**src/rtl/game_ctrl_pkg.sv**
```systemverilog
// Shared types and constants for the Flappy Bird game sequencer.
package game_pkg;

  typedef enum logic [1:0] {
    ST_IDLE  = 2'd0,
    ST_PLAY  = 2'd1,
    ST_DYING = 2'd2,
    ST_OVER  = 2'd3
  } state_e;

  localparam int BCD_W = 12;
  localparam logic [BCD_W-1:0] BCD_MAX = 12'h999;

endpackage

```
**src/rtl/game_ctrl_if.sv**
```systemverilog
// Bundle between the game sequencer and its neighbours (debouncer, collision
// detector, bird/pipe generators, score display).
interface game_ctrl_if;
  import game_pkg::*;

  // No valid/ready here: inputs are levels sampled every clock, and init/flap
  // are single-cycle strobes that consumers must act on in the cycle they are high.
  logic             frame_tick;
  logic             btn;
  logic             crash;
  logic             pass;
  logic [1:0]       state;
  logic             run;
  logic             fall;
  logic             init;
  logic             flap;
  logic [BCD_W-1:0] score;
  logic [BCD_W-1:0] best;
  logic             new_best;

  modport master (
    output frame_tick, btn, crash, pass,
    input  state, run, fall, init, flap, score, best, new_best
  );

  modport slave (
    input  frame_tick, btn, crash, pass,
    output state, run, fall, init, flap, score, best, new_best
  );

endinterface

```
**src/rtl/game_ctrl_bcd_inc3.sv**
```systemverilog
// Three-digit BCD increment that sticks at 999 instead of wrapping.
module bcd_inc3
  import game_pkg::*;
(
  input  logic [BCD_W-1:0] val_i,
  output logic [BCD_W-1:0] val_o
);

  always_comb begin
    val_o = val_i;
    if (val_i != BCD_MAX) begin
      if (val_i[3:0] != 4'd9) begin
        val_o[3:0] = val_i[3:0] + 4'd1;
      end else begin
        val_o[3:0] = 4'd0;
        if (val_i[7:4] != 4'd9) begin
          val_o[7:4] = val_i[7:4] + 4'd1;
        end else begin
          val_o[7:4]  = 4'd0;
          val_o[11:8] = val_i[11:8] + 4'd1;
        end
      end
    end
  end

endmodule

```
**src/rtl/game_ctrl.sv**
```systemverilog
// Game sequencer: IDLE -> PLAY -> DYING -> OVER, motion gating, BCD score/best.
module game_ctrl
  import game_pkg::*;
#(
  parameter logic [7:0] DIE_FRAMES = 8'd60,
  parameter logic [7:0] OVER_LOCK  = 8'd30
) (
  input  logic        clk,
  input  logic        rst_n,
  game_ctrl_if.slave  bus
);

  state_e           state_q;
  logic             btn_q;
  logic             pass_q;
  logic             init_q;
  logic             flap_q;
  logic             new_best_q;
  logic [7:0]       frame_cnt_q;
  logic [BCD_W-1:0] score_q;
  logic [BCD_W-1:0] best_q;
  logic [BCD_W-1:0] score_d;
  logic             btn_rise;
  logic             pass_rise;

  assign btn_rise  = bus.btn & ~btn_q;
  assign pass_rise = bus.pass & ~pass_q;

  bcd_inc3 u_inc (
    .val_i (score_q),
    .val_o (score_d)
  );

  always_ff @(posedge clk) begin
    if (!rst_n) begin
      state_q     <= ST_IDLE;
      btn_q       <= 1'b0;
      pass_q      <= 1'b0;
      init_q      <= 1'b0;
      flap_q      <= 1'b0;
      new_best_q  <= 1'b0;
      frame_cnt_q <= 8'd0;
      score_q     <= '0;
      best_q      <= '0;
    end else begin
      btn_q  <= bus.btn;
      pass_q <= bus.pass;
      init_q <= 1'b0;
      flap_q <= 1'b0;
      case (state_q)
        ST_IDLE: begin
          if (btn_rise) begin
            state_q     <= ST_PLAY;
            init_q      <= 1'b1;
            score_q     <= '0;
            new_best_q  <= 1'b0;
            frame_cnt_q <= 8'd0;
          end
        end
        ST_PLAY: begin
          // A crash wins over both scoring and flapping in the same cycle.
          if (bus.crash) begin
            state_q     <= ST_DYING;
            frame_cnt_q <= 8'd0;
          end else begin
            if (pass_rise) score_q <= score_d;
            if (btn_rise)  flap_q  <= 1'b1;
          end
        end
        ST_DYING: begin
          if (bus.frame_tick) begin
            if (frame_cnt_q == DIE_FRAMES - 8'd1) begin
              state_q     <= ST_OVER;
              frame_cnt_q <= 8'd0;
            end else begin
              frame_cnt_q <= frame_cnt_q + 8'd1;
            end
          end
        end
        ST_OVER: begin
          // Score is frozen here, so this fires once on the first OVER cycle.
          if (score_q > best_q) begin
            best_q     <= score_q;
            new_best_q <= 1'b1;
          end
          if (btn_rise && frame_cnt_q == OVER_LOCK) begin
            state_q     <= ST_IDLE;
            frame_cnt_q <= 8'd0;
          end else if (bus.frame_tick && frame_cnt_q < OVER_LOCK) begin
            frame_cnt_q <= frame_cnt_q + 8'd1;
          end
        end
        default: state_q <= ST_IDLE;
      endcase
    end
  end

  assign bus.state    = state_q;
  assign bus.run      = (state_q == ST_PLAY);
  assign bus.fall     = (state_q == ST_DYING);
  assign bus.init     = init_q;
  assign bus.flap     = flap_q;
  assign bus.score    = score_q;
  assign bus.best     = best_q;
  assign bus.new_best = new_best_q;

endmodule

```
**src/flat_wrapper.sv**
```systemverilog
// flat-port wrapper written by rule: the top's interface ports become plain ports
module game_ctrl_flat import game_pkg::*;
#(
  parameter logic [7:0] DIE_FRAMES = 8'd60,
  parameter logic [7:0] OVER_LOCK  = 8'd30
)
  (clk, rst_n, bus_frame_tick, bus_btn, bus_crash, bus_pass, bus_state, bus_run, bus_fall, bus_init, bus_flap, bus_score, bus_best, bus_new_best);
  game_ctrl_if bus_i ();
  input  logic clk;
  input  logic rst_n;
  input wire logic [$bits(bus_i.frame_tick)-1:0] bus_frame_tick;
  input wire logic [$bits(bus_i.btn)-1:0] bus_btn;
  input wire logic [$bits(bus_i.crash)-1:0] bus_crash;
  input wire logic [$bits(bus_i.pass)-1:0] bus_pass;
  output wire logic [$bits(bus_i.state)-1:0] bus_state;
  output wire logic [$bits(bus_i.run)-1:0] bus_run;
  output wire logic [$bits(bus_i.fall)-1:0] bus_fall;
  output wire logic [$bits(bus_i.init)-1:0] bus_init;
  output wire logic [$bits(bus_i.flap)-1:0] bus_flap;
  output wire logic [$bits(bus_i.score)-1:0] bus_score;
  output wire logic [$bits(bus_i.best)-1:0] bus_best;
  output wire logic [$bits(bus_i.new_best)-1:0] bus_new_best;
  assign bus_i.frame_tick = bus_frame_tick;
  assign bus_i.btn = bus_btn;
  assign bus_i.crash = bus_crash;
  assign bus_i.pass = bus_pass;
  assign bus_state = bus_i.state;
  assign bus_run = bus_i.run;
  assign bus_fall = bus_i.fall;
  assign bus_init = bus_i.init;
  assign bus_flap = bus_i.flap;
  assign bus_score = bus_i.score;
  assign bus_best = bus_i.best;
  assign bus_new_best = bus_i.new_best;
  game_ctrl #(.DIE_FRAMES(DIE_FRAMES), .OVER_LOCK(OVER_LOCK)) u_core (.clk(clk), .rst_n(rst_n), .bus(bus_i));
endmodule
```
**config.mk**
```make
export PLATFORM = sky130hd
export DESIGN_NAME = game_ctrl_flat
export DESIGN_NICKNAME = d
export VERILOG_FILES = /design/src/rtl/game_ctrl_pkg.sv /design/src/rtl/game_ctrl_if.sv /design/src/rtl/game_ctrl_bcd_inc3.sv /design/src/rtl/game_ctrl.sv /design/src/flat_wrapper.sv
export SDC_FILE = /design/constraint.sdc
export NUM_CORES = 1
export LEC_CHECK = 0
export CAP_MARGIN = 20
export CORE_MARGIN = 4
export CORE_UTILIZATION = 25
export DETAILED_ROUTE_END_ITERATION = 10
export MAX_ROUTING_LAYER = met4
export REMOVE_ABC_BUFFERS = 1
export SYNTH_ARGS = -nofsm -noshare
export SYNTH_HDL_FRONTEND = slang
export SYNTH_SLANG_ARGS = --single-unit
```
**constraint.sdc**
```tcl
create_clock -name clk -period 3.6 [get_ports clk]
set_input_delay 0.36 -clock clk [delete_from_list [all_inputs] [get_ports clk]]
set_output_delay 0.36 -clock clk [all_outputs]
set_load 0.03 [all_outputs]
```
==> flow_summary.toml <==
[cells_and_area]
n_antenna_cell = 0
areaGrowthSynthToFinish_pct = 26.2
final_core_util_pct = 32.7
fin_cells = 414
finalInstanceArea_um2 = 2870
drive_gt1_share_pct = 5.88
num-fill-cells = 936
regArea_um2 = 781
layout_common_cells = "39 x dfxtp_1, 36 x clkdlybuf4s50_1, 26 x nand3_1, 25 x a21oi_1"
nNetsFinal = 336
multi_input_area_um2 = 1360
final_common_cell = "dfxtp_1"

[pwr]
ir_worst_vdd_v = 0.000151
cellPowerDensity_nw_per_um2 = 491
power.leakage_nw = 1.03
total_power_mw = 1.41

[clock_tree]
post_cts_resized = 0
cts_made_buffers = 5
clock_latency_ns = 0.29
clockRootBuffer = "clkbuf_8"
cts_setup_buffers = 0
cts_tree = "yes"
clk_pin_slew_ns = 0.08
cts_buffer_depth = 2
htree_levels = 2
cts_sinks = 39
hold_buffers = 0

[status]
status = "finished, final reports clean"

[route]
drt_wl_total_mm = 5.64
drt_pass1_iterations = 4
vias = 2045
met3_length_um = 218
highest_layer = "met4"
wl_per_cell_um = 13.6
antenna_left = 0
vias_per_cell = 4.94
drt-met1-wl_mm = 2.71
drtIter0Drc = 105
drc = 0
dr_wl_met2_mm = 2.64

[place]
io_buffers = 36
placed_area_um2 = 2750
dp.cells = 406
post-dp-hpwl_mm = 4.18
place_ws_ns = 1.15
place_congestion = 0.857

[synthesis]
synth-xor-area-share_pct = 3.47
synth_top_area_cell = "dfxtp_1"
yosys.area_share.simple_pct = 22.7
synth_seq_area_share_pct = 34.4
synth-compound-area-share_pct = 20.1
synth_area_leaders = "dfxtp_1 34%, ha_1 13%, nand3_1 5.7%"
synth_top_area_share_pct = 34.4
syn-cell-area_um2 = 2270
synth_edf_count = 0
ys_seq_elements = 39
async_flop_share_pct = 0
synth_top_flop_cell = "dfxtp_1"
ys_warn_count = 0
synth_top_family_by_area = "simple AND/OR/NAND/NOR gates"
synth_cell_types = 47
synth-adder-area-share_pct = 13.2
syn_area_per_cell_um2 = 8.44
synthCells = 269
muxShareOfSynthArea_pct = 0.496

[global_route]
grt_usage_pct = 11.3
grt_max_degree = 24
overflow = 0
grt_pass1_wl_mm = 9.35
antenna_found_initial = 0
first_global_vias = 1948

[worst_setup_path]
crit_path_start_kind = "register"
r2r_slack_ns = 1.43
end_kind = "output port"
cp.arrival_ns = 1.96
path_cells = "inv_1 > ha_1 > clkdlybuf4s50_1"
crit_slowest_cell = "clkdlybuf4s50_1"
cp_slowest_stage_delay_ns = 0.76
worst-path-max-fanout = 14
critical_path_class = "register to output port"
critPathRequiredTime_ns = 3.24

[floorplan]
pin_count = 37
dieWidth_um = 103
dieArea_um2 = 10700
core_area_um2 = 8760
die_h_um = 103
num_rows = 34
start_util_pct = 25.9

[sta]
worst_pin_slew_ns = 0.817
hold_viol_final = 0
fin_crit_sh_pct = 64.4
fin_skew_ns = 0.00976
fmax_ghz = 0.431
slew_headroom_pct = 45.5
rsz0062_at_grt = "false"
layout_setup_ws_ns = 1.28
finalSetupTns_ns = 0
setup_viol = 0
timing.final.max_slew_violations = 0
whs_ns = 0.500
fin_crit_ns = 2.32

[run]
drv_cap = 0

[hold_path]
hp-class = "register to register"
## final cells by class
type,instances,share of cell area (%)
clock buffers,5,2.40
clock inverters,2,1.31
inverters,24,3.14
multi-input cells,196,47.6
flip-flops and latches,39,27.2
well taps,108,4.72
repair buffers,40,13.6
## cell families (layout without fill, tap and decap cells)
family,Yosys count,in the layout
buf+inv,34,71
fa+ha+maj,24,24
compound gates,67,67
mux,1,1
simple gates,95,95
flops,39,39
xor+xnor,9,9
## layer usage
metal	track usage [%]	up-vias
met5	-	-
met4	3.59	0
met3	2.08	4
met2	18.1	31
met1	14.5	969
li1	-	1041
## report_power, final
part           internal [mW]  total, mW  leakage [nW]  switching, mW
sequential             0.458      0.491         0.315         0.0324
clock                  0.203      0.366        0.0502          0.163
combinational          0.196      0.550         0.661          0.354
total                  0.857       1.41          1.03          0.549
## cells in the mapped netlist (all sizes together) (4+ instances only)
master and number:
nand3 26, clkbuf 10, xor2 8, nand2 16
and2 4, nor2 15, and3 4, ha 24
nand4 5, inv 24, nor3 5, dfxtp 39
a21oi 25, o21ai 18
## worst max-delay path: cells and delay by family, from the launching register on
family / cells / cell delay (ns)
flip-flops: 1 / 0.36
adder cells (fa/ha/maj): 1 / 0.45
buffers and inverters: 2 / 0.86
## worst paths after layout
path,start,endpoint,depth (start not counted)
worst min register to register,u_core.bus.best[6],u_core.bus.best[6],2
worst max-delay path,u_core.bus.state[1],bus_run,3
worst min-delay path,u_core.bus.best[6],u_core.bus.best[6],2
worst max register to register,u_core.bus.state[1],u_core.bus.score[2],8
## registers in the layout (all words and copies together) (netlist names)
register	cells
u_core.btn_q	1
u_core.pass_q	1
u_core.bus.score	12
u_core.frame_cnt_q	8
u_core.bus.flap	1
u_core.bus.new_best	1
u_core.bus.best	12
u_core.bus.state	2
u_core.bus.init	1
Power figures use the tool's default switching activity.
